===== src/rtl/div_request_sequencer_if.sv =====
// Handshake and pin bundle for div_request_sequencer: operand stream in, result stream out,
// plus the N/D drive pins and Q/R sense pins of the external 2-bit divider.
interface div_request_sequencer_if;
    logic       in_valid;
    logic       in_ready;
    logic [1:0] in_n;
    logic [1:0] in_d;

    logic       N1;
    logic       N0;
    logic       D1;
    logic       D0;
    logic       Q1;
    logic       Q0;
    logic       R1;
    logic       R0;

    logic       out_valid;
    logic       out_ready;
    logic [1:0] out_q;
    logic [1:0] out_r;
    logic       out_err;

    modport master (
        output in_valid, in_n, in_d, out_ready, Q1, Q0, R1, R0,
        input  in_ready, N1, N0, D1, D0, out_valid, out_q, out_r, out_err
    );

    modport slave (
        input  in_valid, in_n, in_d, out_ready, Q1, Q0, R1, R0,
        output in_ready, N1, N0, D1, D0, out_valid, out_q, out_r, out_err
    );
endinterface


===== src/rtl/div_request_sequencer.sv =====
// Sequences operand pairs through a 2-entry FIFO onto the combinational divider; result 1+SETTLE_CYCLES
// edges after accept. Backpressure: in_ready drops only when the FIFO is full; out_ready=0 holds the result.
module div_request_sequencer #(
    parameter int unsigned SETTLE_CYCLES = 1
) (
    input  logic                    clk,
    input  logic                    rst_n,
    div_request_sequencer_if.slave  bus
);

    typedef struct packed {
        logic [1:0] n;
        logic [1:0] d;
    } pair_t;

    localparam logic [1:0] ST_IDLE  = 2'd0;
    localparam logic [1:0] ST_DRIVE = 2'd1;
    localparam logic [1:0] ST_HOLD  = 2'd2;
    localparam logic [3:0] SETTLE_LD = 4'(SETTLE_CYCLES);

    pair_t      fifo_mem [2];
    logic       wr_ptr;
    logic       rd_ptr;
    logic [1:0] fifo_count;
    logic       push;
    logic       pop;
    pair_t      fifo_head;

    logic [1:0] state;
    logic [3:0] settle_cnt;
    pair_t      opnd;

    // in_ready depends on occupancy alone, so a pop in the same edge never admits a push into a full FIFO
    assign bus.in_ready = (fifo_count != 2'd2);
    assign push         = bus.in_valid && bus.in_ready;
    assign fifo_head    = fifo_mem[rd_ptr];

    always_comb begin
        pop = 1'b0;
        case (state)
            ST_IDLE: pop = (fifo_count != 2'd0);
            ST_HOLD: pop = bus.out_ready && (fifo_count != 2'd0);
            default: pop = 1'b0;
        endcase
    end

    always_ff @(posedge clk or negedge rst_n) begin
        if (!rst_n) begin
            fifo_mem[0] <= '0;
            fifo_mem[1] <= '0;
            wr_ptr      <= 1'b0;
            rd_ptr      <= 1'b0;
            fifo_count  <= 2'd0;
        end else begin
            if (push) begin
                fifo_mem[wr_ptr] <= pair_t'{n: bus.in_n, d: bus.in_d};
                wr_ptr           <= ~wr_ptr;
            end
            if (pop) begin
                rd_ptr <= ~rd_ptr;
            end
            fifo_count <= fifo_count + {1'b0, push} - {1'b0, pop};
        end
    end

    always_ff @(posedge clk or negedge rst_n) begin
        if (!rst_n) begin
            state       <= ST_IDLE;
            settle_cnt  <= 4'd0;
            opnd        <= '0;
            bus.out_valid <= 1'b0;
            bus.out_q     <= 2'd0;
            bus.out_r     <= 2'd0;
            bus.out_err   <= 1'b0;
        end else begin
            case (state)
                ST_IDLE: begin
                    if (pop) begin
                        opnd       <= fifo_head;
                        settle_cnt <= SETTLE_LD;
                        state      <= ST_DRIVE;
                    end
                end
                ST_DRIVE: begin
                    settle_cnt <= settle_cnt - 4'd1;
                    if (settle_cnt == 4'd1) begin
                        // A zero divisor never forwards the divider pins; remainder is the dividend
                        if (opnd.d == 2'd0) begin
                            bus.out_q   <= 2'd0;
                            bus.out_r   <= opnd.n;
                            bus.out_err <= 1'b1;
                        end else begin
                            bus.out_q   <= {bus.Q1, bus.Q0};
                            bus.out_r   <= {bus.R1, bus.R0};
                            bus.out_err <= 1'b0;
                        end
                        bus.out_valid <= 1'b1;
                        state         <= ST_HOLD;
                    end
                end
                ST_HOLD: begin
                    if (bus.out_ready) begin
                        bus.out_valid <= 1'b0;
                        if (pop) begin
                            opnd       <= fifo_head;
                            settle_cnt <= SETTLE_LD;
                            state      <= ST_DRIVE;
                        end else begin
                            state <= ST_IDLE;
                        end
                    end
                end
                default: state <= ST_IDLE;
            endcase
        end
    end

    assign bus.N1 = opnd.n[1];
    assign bus.N0 = opnd.n[0];
    assign bus.D1 = opnd.d[1];
    assign bus.D0 = opnd.d[0];

endmodule


===== src/flat_wrapper.sv =====
// flat-port wrapper written by rule: the top's interface ports become plain ports
module div_request_sequencer_flat 
#(
    parameter int unsigned SETTLE_CYCLES = 1
)
  (clk, rst_n, bus_in_valid, bus_in_n, bus_in_d, bus_out_ready, bus_Q1, bus_Q0, bus_R1, bus_R0, bus_in_ready, bus_N1, bus_N0, bus_D1, bus_D0, bus_out_valid, bus_out_q, bus_out_r, bus_out_err);
  div_request_sequencer_if bus_i ();
  input  logic clk;
  input  logic rst_n;
  input wire logic [$bits(bus_i.in_valid)-1:0] bus_in_valid;
  input wire logic [$bits(bus_i.in_n)-1:0] bus_in_n;
  input wire logic [$bits(bus_i.in_d)-1:0] bus_in_d;
  input wire logic [$bits(bus_i.out_ready)-1:0] bus_out_ready;
  input wire logic [$bits(bus_i.Q1)-1:0] bus_Q1;
  input wire logic [$bits(bus_i.Q0)-1:0] bus_Q0;
  input wire logic [$bits(bus_i.R1)-1:0] bus_R1;
  input wire logic [$bits(bus_i.R0)-1:0] bus_R0;
  output wire logic [$bits(bus_i.in_ready)-1:0] bus_in_ready;
  output wire logic [$bits(bus_i.N1)-1:0] bus_N1;
  output wire logic [$bits(bus_i.N0)-1:0] bus_N0;
  output wire logic [$bits(bus_i.D1)-1:0] bus_D1;
  output wire logic [$bits(bus_i.D0)-1:0] bus_D0;
  output wire logic [$bits(bus_i.out_valid)-1:0] bus_out_valid;
  output wire logic [$bits(bus_i.out_q)-1:0] bus_out_q;
  output wire logic [$bits(bus_i.out_r)-1:0] bus_out_r;
  output wire logic [$bits(bus_i.out_err)-1:0] bus_out_err;
  assign bus_i.in_valid = bus_in_valid;
  assign bus_i.in_n = bus_in_n;
  assign bus_i.in_d = bus_in_d;
  assign bus_i.out_ready = bus_out_ready;
  assign bus_i.Q1 = bus_Q1;
  assign bus_i.Q0 = bus_Q0;
  assign bus_i.R1 = bus_R1;
  assign bus_i.R0 = bus_R0;
  assign bus_in_ready = bus_i.in_ready;
  assign bus_N1 = bus_i.N1;
  assign bus_N0 = bus_i.N0;
  assign bus_D1 = bus_i.D1;
  assign bus_D0 = bus_i.D0;
  assign bus_out_valid = bus_i.out_valid;
  assign bus_out_q = bus_i.out_q;
  assign bus_out_r = bus_i.out_r;
  assign bus_out_err = bus_i.out_err;
  div_request_sequencer #(.SETTLE_CYCLES(SETTLE_CYCLES)) u_core (.clk(clk), .rst_n(rst_n), .bus(bus_i));
endmodule

===== config.mk =====
export PLATFORM = sky130hd
export DESIGN_NAME = div_request_sequencer_flat
export DESIGN_NICKNAME = d
export VERILOG_FILES = /design/src/rtl/div_request_sequencer_if.sv /design/src/rtl/div_request_sequencer.sv /design/src/flat_wrapper.sv
export SDC_FILE = /design/constraint.sdc
export NUM_CORES = 1
export LEC_CHECK = 0
export CAP_MARGIN = 20
export CORE_ASPECT_RATIO = 1.25
export CORE_MARGIN = 8
export CORE_UTILIZATION = 57
export CTS_BUF_LIST = sky130_fd_sc_hd__clkbuf_2 sky130_fd_sc_hd__clkbuf_4 sky130_fd_sc_hd__clkbuf_8
export CTS_CLUSTER_DIAMETER = 100
export CTS_CLUSTER_SIZE = 16
export DETAILED_ROUTE_END_ITERATION = 7
export HOLD_SLACK_MARGIN = 0.05
export PLACE_DENSITY_LB_ADDON = 0.08
export SLEW_MARGIN = 20
export SYNTH_ARGS = -nofsm -noshare
export SYNTH_HDL_FRONTEND = slang
export SYNTH_SLANG_ARGS = --single-unit

===== constraint.sdc =====
create_clock -name clk -period 2.7 [get_ports clk]
set_input_delay 0.405 -clock clk [delete_from_list [all_inputs] [get_ports clk]]
set_output_delay 0.405 -clock clk [all_outputs]
set_load 0.005 [all_outputs]

==> results_dict.tcl, run 1 <==
set metrics [dict create \
    outcome "finished clean" \
    setup_viol 0 \
    drt_iter0_markers 10 \
    crit_start "u_core.fifo_count[1]$_DFF_PN0_" \
    wl_per_cell_um 14.99 \
    power.density_nw_per_um2 1221 \
    syn_inst 97 \
    core_sq_um 2140 \
    drt_first_pass_iters 4 \
    post_cts_resized 0 \
    ant_nets 0 \
    grt.total_usage_pct 12.30 \
    synth.most_common_cell "dfrtp_1" \
    cts.sinks 28 \
    period_needed_ns 1.828 \
    cp-end-kind "output pin" \
    leakage_nw 0.6863 \
    syn_to_final_growth_pct 24.31 \
    utilization_pct 73.27 \
    syn_area_per_cell_sq_um 13.00 \
    grt_max_degree 29 \
    htreeDepth 1 \
    synth_edf_count 0 \
    hold_buffers 0 \
    io_pins 23 \
    ys_async_sr_fraction_pct 100.0 \
    dieArea_sq_um 3983 \
    dpl.hpwl_mm 1.735 \
    slowest_delay_ns 0.52 \
    ys_top_cells_by_area "dfrtp_1 56%, mux2_2 13%, ha_1 4.0%, mux2_1 3.6%, xnor2_1 2.1%" \
    yosysUniqueCellTypes 27 \
    ff2ff_path_depth 7 \
    worstMarginPinSlew_ns 0.4454 \
    final.period_utilization_pct 67.69 \
    finalMaxSlewViolations 0 \
    grt_pass1_vias 834 \
    ys.flop_type "dfrtp_1" \
    fin_tns_setup_ns 0 \
    die_h_um 68.59 \
    ir_drop_mv 0.7254 \
    initial_core_util_pct 58.95 \
    crit_chain "nand2b_1 > clkdlybuf4s50_1" \
    crit_family "buffers and inverters" \
    startpoint_type "register" \
    synth_seq_cells 28 \
    remaining_drc_errors 0 \
    fin_ws_ns 0.8723 \
    antenna_found_initial 0 \
    num_rows 19 \
    criticalPathCategory "reg2out" \
    synthesis.nets 113 \
    yosys_warnings 0 \
    p_total_w 0.001914 \
    max_freq_mhz 547.1 \
    critPathMaxFanout 4 \
    cp_data_arrival_time_ns 1.42 \
    clk_transition_reported_paths_ns 0.14 \
    synth_top_area_share_pct 55.56 \
    avgViaCountPerCell 5.593 \
    dr_total_vias 811 \
    synth.cell_area_sq_um 1261 \
    synth_top_cell_by_area "dfrtp_1" \
    finClkSkew_ns 0.008897 \
    pre_cts_slack_ns 0.6520 \
    min_path_type "in2async" \
    totalWireLength_mm 2.174 \
    cap_violations 0 \
    clk_path_buf_depth 2 \
    cts_tree "built" \
    clock_latency_ns 0.32 \
    cts-root-buf "clkbuf_4" \
    slowest_stage "clkdlybuf4s50_1" \
    cts_made_buffers 3 \
    overflow 0 \
    grt_pass1_wl_mm 3.781 \
    final_layout_size_suffix_gt1_share_pct 19.35 \
    final_hold_viol_count 0 \
    critPathBufInv 1 \
    synth_common_cells "28 x dfrtp_1, 15 x mux2_2, 5 x inv_1, 5 x nand2_1" \
    diodes 0 \
    r2r-start "u_core.fifo_count[1]$_DFF_PN0_" \
    gp_congestion 0.8388 \
    ys_seq_area_share_pct 55.56 \
    nets 141 \
    cp.depth 2 \
    die_x_um 58.07 \
    rsz0062_at_grt "no" \
    post-cts-setup-buffers 0 \
    io_buffer_count 22 \
    slew_headroom_pct 70.20 \
    crit_required_ns 2.30 \
]
==> through the flow <==
stage	cells	instance area, sq um	hold slack [ns]
3_3_place_gp	141	1515	0.4745
6_report	145	1568	0.4329
4_1_cts	145	1568	0.4284
5_1_grt	145	1568	0.4421
2_1_floorplan	97	1261	0.1094
3_5_place_dp	141	1515	0.4862
==> kinds of logic after synthesis <==
logic type	share of synthesized area, %
XOR/XNOR	4.167
AO/OA/AOI/OAI	5.754
flip-flops	55.56
buffers and inverters	2.084
multiplexers	18.55
adder cells (fa/ha/maj)	3.968
AND/OR/NAND/NOR	9.921
==> where the power goes <==
part / internal (W) / switching, W
sequential: 0.000631 / 0.000149
clock: 0.000150 / 0.000114
combinational: 0.000514 / 0.000356
==> metal layers <==
metal  vias up  part of all wire (%)  global-route usage (%)
li1        392                     -                       -
met1       406                    39                   12.85
met2        11                    56                   22.77
met3         2                   3.5                   2.412
met4         0                  0.87                   7.055
met5         -                     0                       0
==> final cells by class <==
| type | count | area, sq um |
|---|---|---|
| clock buffer | 3 | 22.52 |
| clock inverter | 1 | 30.03 |
| fill | 153 | 571.8 |
| inverter | 5 | 18.77 |
| multi-input combinational | 63 | 534.3 |
| sequential | 28 | 700.7 |
| tap | 21 | 26.28 |
| timing repair buffer | 24 | 235.2 |
==> state kept, by name, summed over array words and instances, names as in the netlist <==
signal                cells
u_core.fifo_mem           8
u_core.bus.out_q          2
u_core.bus.N1             1
u_core.settle_cnt         4
u_core.state              2
u_core.bus.out_r          2
u_core.bus.D1             1
u_core.wr_ptr             1
u_core.fifo_count         2
u_core.bus.out_valid      1
u_core.bus.D0             1
u_core.bus.out_err        1
u_core.bus.N0             1
u_core.rd_ptr             1
==> cell usage in the layout (no fill, tap or decap), drive strengths merged <==
master         instances
dfrtp                 28
clkdlybuf4s50         22
mux2                  19
nand2                  6
inv                    5
ha                     4
nand2b                 3
nor2                   3
xnor2                  3
xor2                   3
clkbuf                 3
nor2b                  2
nand3b                 2
o21ai                  2
o22ai                  2
mux2i                  2
a21oi                  2
a31oi                  2
buf                    2
and2                   1
a211oi                 1
and2b                  1
nor3b                  1
nand3                  1
o21a                   1
o21bai                 1
nor3                   1
bufinv                 1
==> path summary, 6_finish.rpt <==
kind / to / slack (ns)
worst max-delay path: bus_in_ready / 0.87
max in group asynchronous: u_core.wr_ptr$_DFFE_PN0P_ / 2.01
min in group clk: u_core.wr_ptr$_DFFE_PN0P_ / 0.51
worst min register to register: u_core.wr_ptr$_DFFE_PN0P_ / 0.51
worst max register to register: u_core.fifo_count[1]$_DFF_PN0_ / 1.10
worst min-delay path: u_core.bus.out_valid$_DFFE_PN0P_ / 0.43
Note: power is estimated with default switching activity, not from simulation.
==> inputs of run 2 (changes only) <==
--- a/config.mk
+++ b/config.mk
@@ -8,7 +8,7 @@
 export CAP_MARGIN = 20
 export CORE_ASPECT_RATIO = 1.25
 export CORE_MARGIN = 8
-export CORE_UTILIZATION = 57
+export CORE_UTILIZATION = 53
 export CTS_BUF_LIST = sky130_fd_sc_hd__clkbuf_2 sky130_fd_sc_hd__clkbuf_4 sky130_fd_sc_hd__clkbuf_8
 export CTS_CLUSTER_DIAMETER = 100
 export CTS_CLUSTER_SIZE = 16
==> constraint.sdc (replaced) <==
create_clock -name clk -period 1.7 [get_ports clk]
set_input_delay 0.255 -clock clk [delete_from_list [all_inputs] [get_ports clk]]
set_output_delay 0.255 -clock clk [all_outputs]
set_load 0.005 [all_outputs]
==> results_dict.tcl, run 2 (synthesis results as in run 1) <==
set metrics [dict create \
    rsz0062_at_grt "no" \
    startpoint_type "register" \
    criticalPathCategory "reg2reg" \
    core_sq_um 2235 \
    die_h_um 70.54 \
    final_layout_size_suffix_gt1_share_pct 21.26 \
    cts.sinks 28 \
    remaining_drc_errors 0 \
    finClkSkew_ns 0.007400 \
    max_freq_mhz 632.0 \
    outcome "finished clean" \
    clkPwrFrac_pct 10.6 \
    top_register "u_core.fifo_mem" \
    period_needed_ns 1.582 \
    dieArea_sq_um 4206 \
    crit_family "flip-flops" \
    ant_nets 0 \
    io_buffer_count 22 \
    num_rows 19 \
    totalWireLength_mm 2.315 \
    cp-end-kind "register" \
    wl_per_cell_um 14.65 \
    p_sw_share_pct 33.53 \
    final_cell_mix "28 x dfrtp_1, 21 x clkdlybuf4s50_1, 15 x mux2_2" \
    critPathMaxFanout 5 \
    grt_pass1_vias 933 \
    slowest_delay_ns 0.45 \
    dpl.hpwl_mm 1.803 \
    finalMaxSlewViolations 0 \
    htreeDepth 1 \
    ir_drop_mv 1.155 \
    grt_pass1_wl_mm 4.188 \
    crit_chain "a211oi_2 > ha_1 > inv_1 > ha_1 > xnor2_1 > xnor2_1" \
    utilization_pct 71.11 \
    worstMarginPinSlew_ns 0.4729 \
    cp_data_arrival_time_ns 1.84 \
    p_int_w 0.001991 \
    final_common_cell "dfrtp_1" \
    cts_tree "built" \
    drt_iter0_markers 36 \
    largest_register_ffs 8 \
    p_sw_w 0.001004 \
    cts-root-buf "clkbuf_4" \
    final_hold_viol_count 0 \
    clk_transition_reported_paths_ns 0.14 \
    slowest_stage "dfrtp_1" \
    avgViaCountPerCell 5.108 \
    critPathBufInv 1 \
    min_path_type "in2async" \
    setup_viol 0 \
    hold_ws_ns 0.2750 \
    gp_congestion 0.7570 \
    hold_buffers 0 \
    dr_total_vias 807 \
    clk_path_buf_depth 2 \
    power.density_nw_per_um2 1885 \
    io_pins 23 \
    grt_max_degree 29 \
    drt_first_pass_iters 4 \
    final.period_utilization_pct 93.07 \
    cap_violations 0 \
    die_x_um 59.63 \
    cts_made_buffers 3 \
    leakage_nw 0.6980 \
    syn_to_final_growth_pct 25.99 \
    slew_headroom_pct 68.36 \
    initial_core_util_pct 56.44 \
    antenna_found_initial 0 \
    grt.total_usage_pct 12.78 \
    diodes 0 \
    clock_latency_ns 0.33 \
    reg_top3 "u_core.fifo_mem (8), u_core.settle_cnt (4)" \
    crit_required_ns 1.96 \
    seq_power_share_pct 41.3 \
    nets 144 \
    overflow 0 \
    p_comb_share_pct 48.0 \
]
==> run 2: area by class of cell <==
class,count,area [sq um]
multi-input cells,63,534.3
flip-flops and latches,28,700.7
repair buffers,27,260.3
well taps,31,38.79
fillers,202,645.6
inverters,5,18.77
clock buffers,4,36.28
==> run 2: layer usage <==
layer	up-vias	part of all wire [%]	track usage [%]
met1	394	39	13.09
met4	0	2.2	6.383
met5	-	0	0
met2	11	57	23.71
li1	397	-	-
met3	5	2.6	1.989
==> run 2: power by group through the flow <==
stage / logic, W / clock network, W / registers (W)
2_1_floorplan: 0.000916 / 0 / 0.00121
3_5_place_dp: 0.00144 / 0 / 0.00126
3_3_place_gp: 0.00136 / 0 / 0.00124
4_1_cts: 0.00146 / 0.000332 / 0.00124
5_1_grt: 0.00160 / 0.000356 / 0.00129
6_report: 0.00144 / 0.000319 / 0.00124
==> run 2: what timing repair did <==
item	in CTS	in global routing
setup endpoints to repair	1	1
buffers inserted	1	1
gates resized for setup	0	1
==> run 2: path summary, 6_finish.rpt <==
kind                                            startpoint                               end  slack, ns  cells after the start
max                            u_core.state[1]$_DFFE_PN0P_    u_core.fifo_count[1]$_DFF_PN0_       0.12                      6
min in group clk           u_core.bus.out_q[1]$_DFFE_PN0P_   u_core.bus.out_q[1]$_DFFE_PN0P_       0.51                      1
max in group asynchronous                            rst_n   u_core.bus.out_q[0]$_DFFE_PN0P_       1.16                      2
min                                                  rst_n  u_core.settle_cnt[2]$_DFFE_PN0P_       0.27                      2
max reg2reg                    u_core.state[1]$_DFFE_PN0P_    u_core.fifo_count[1]$_DFF_PN0_       0.12                      6
min reg2reg                u_core.bus.out_q[1]$_DFFE_PN0P_   u_core.bus.out_q[1]$_DFFE_PN0P_       0.51                      1
==> run 2: through the flow <==
| step | power [W] | instances | worst slack [ns] | TNS [ns] | area [sq um] |
|---|---|---|---|---|---|
| floorplan | 0.002129 | 97 | 0.1195 | 0 | 1261 |
| global placement | 0.002602 | 152 | -0.07170 | -0.07170 | 1535 |
| detailed placement | 0.002694 | 152 | -0.1950 | -0.2927 | 1535 |
| CTS | 0.003036 | 157 | 0.02075 | 0 | 1579 |
| global route | 0.003249 | 158 | 0.02538 | 0 | 1589 |
| finish | 0.002995 | 158 | 0.1178 | 0 | 1589 |
==> inputs of run 3 (changes only) <==
--- a/config.mk
+++ b/config.mk
@@ -6,9 +6,11 @@
 export NUM_CORES = 1
 export LEC_CHECK = 0
 export CAP_MARGIN = 20
-export CORE_ASPECT_RATIO = 1.25
+export CELL_PAD_IN_SITES_DETAIL_PLACEMENT = 1
+export CELL_PAD_IN_SITES_GLOBAL_PLACEMENT = 2
+export CORE_ASPECT_RATIO = 0.9
 export CORE_MARGIN = 8
-export CORE_UTILIZATION = 53
+export CORE_UTILIZATION = 36
 export CTS_BUF_LIST = sky130_fd_sc_hd__clkbuf_2 sky130_fd_sc_hd__clkbuf_4 sky130_fd_sc_hd__clkbuf_8
 export CTS_CLUSTER_DIAMETER = 100
 export CTS_CLUSTER_SIZE = 16
==> results_dict.tcl, run 3 (synthesis results as in run 1) <==
set metrics [dict create \
    outcome "finished clean" \
    min_path_type "in2reg" \
    clk_path_buf_depth 2 \
    slew_headroom_pct 75.52 \
    p_total_w 0.003121 \
    die_x_um 78.39 \
    clk_transition_reported_paths_ns 0.09 \
    crit_family "buffers and inverters" \
    period_needed_ns 1.631 \
    drt_first_pass_iters 4 \
    cts-root-buf "clkbuf_8" \
    utilization_pct 48.37 \
    cts.sinks 28 \
    ir_drop_mv 0.6128 \
    top_register "u_core.fifo_mem" \
    slowest_delay_ns 0.53 \
    io_pins 23 \
    initial_core_util_pct 37.33 \
    clock_latency_ns 0.27 \
    drt_iter0_markers 22 \
    finClkSkew_ns 0.004740 \
    final_cell_mix "28 x dfrtp_1, 21 x clkdlybuf4s50_1, 15 x mux2_2" \
    critPathBufInv 1 \
    dr_total_vias 817 \
    cts_made_buffers 3 \
    grt_max_degree 29 \
    power.density_nw_per_um2 1910 \
    nets 144 \
    final_common_cell "dfrtp_1" \
    remaining_drc_errors 0 \
    hold_buffers 0 \
    cp_data_arrival_time_ns 1.38 \
    rsz0062_at_grt "no" \
    largest_register_ffs 8 \
    finalMaxSlewViolations 0 \
    leakage_nw 0.7129 \
    fillers 360 \
    crit_chain "nand2b_1 > clkdlybuf4s50_1" \
    htreeDepth 1 \
    final.period_utilization_pct 95.93 \
    cts_tree "built" \
    antenna_found_initial 0 \
    setup_viol 0 \
    overflow 0 \
    ant_nets 0 \
    max_freq_mhz 613.2 \
    dieArea_sq_um 5656 \
    core_sq_um 3378 \
    io_buffer_count 22 \
    gp_congestion 0.6868 \
    final_layout_size_suffix_gt1_share_pct 22.83 \
    reg_top3 "u_core.fifo_mem (8), u_core.settle_cnt (4)" \
    avgViaCountPerCell 4.778 \
    cap_violations 0 \
    dpl.hpwl_mm 1.896 \
    diodes 0 \
    syn_to_final_growth_pct 29.56 \
    dp.cells 166 \
    wl_per_cell_um 14.65 \
    criticalPathCategory "reg2out" \
    fin_cells 171 \
    grt_pass1_wl_mm 4.526 \
    grt_pass1_vias 941 \
    worstMarginPinSlew_ns 0.3673 \
    final_hold_viol_count 0 \
    num_rows 20 \
    critPathMaxFanout 4 \
    die_h_um 72.15 \
    stdcell_area_sq_um 1634 \
    crit_required_ns 1.44 \
    placed_area_sq_um 1559 \
    grt.total_usage_pct 10.05 \
    cp-end-kind "output pin" \
    startpoint_type "register" \
    totalWireLength_mm 2.505 \
    slowest_stage "clkdlybuf4s50_1" \
]
-- run 3: cell counts in the layout (fill, tap and decap cells not counted) --
Identical to the previous run, type by type.
-- run 3: timing repair --
item | in CTS | in global routing
setup endpoints to repair | 0 | 1
gates resized for setup | 0 | 3
buffers inserted | 0 | 1
-- run 3: where the power goes --
group	switching [W]	total, W	internal (W)
combinational	0.000581	0.00147	0.000884
clock	0.000204	0.000411	0.000207
sequential	0.000240	0.00124	0.00100
total	0.00103	0.00312	0.00210
-- run 3: worst paths after layout --
| check | startpoint | end | slack (ns) | cells past startpoint |
|---|---|---|---|---|
| max | u_core.fifo_count[1]$_DFF_PN0_ | bus_in_ready | 0.07 | 2 |
| min | bus_out_ready | u_core.state[1]$_DFFE_PN0P_ | 0.23 | 2 |
| max reg2reg | u_core.fifo_count[1]$_DFF_PN0_ | u_core.fifo_count[1]$_DFF_PN0_ | 0.15 | 7 |
| min reg2reg | u_core.wr_ptr$_DFFE_PN0P_ | u_core.wr_ptr$_DFFE_PN0P_ | 0.50 | 1 |
| max in group asynchronous | rst_n | u_core.bus.D1$_DFFE_PN0P_ | 1.07 | 2 |
| min in group asynchronous | rst_n | u_core.bus.out_q[1]$_DFFE_PN0P_ | 0.36 | 2 |
-- run 3: layout make-up --
cell class              instances  area [sq um]  share of cell area (%)
clock buffers                   4         55.05                   3.369
well taps                      44         55.05                   3.369
repair buffers                 27         260.3                   15.93
inverters                       5         18.77                   1.149
multi-input cells              63         544.3                   33.31
flip-flops and latches         28         700.7                   42.88
-- run 3: per-layer routing --
metal | share of wire [%] | GRT usage, % | up-vias
met5 | 0 | 0 | -
met4 | 0.76 | 3.696 | 0
met3 | 4.2 | 2.840 | 2
met2 | 50 | 16.82 | 16
met1 | 45 | 11.97 | 404
li1 | - | - | 395
-- run 3: stage by stage --
stage	setup TNS (ns)	setup WS [ns]	hold WS, ns
2_1_floorplan	0	0.1195	-0.04059
3_3_place_gp	-0.08932	-0.08932	0.4741
3_5_place_dp	-0.3579	-0.1975	0.4846
4_1_cts	0	0.05784	0.3677
5_1_grt	0	0.01576	0.2221
6_report	0	0.06912	0.2287
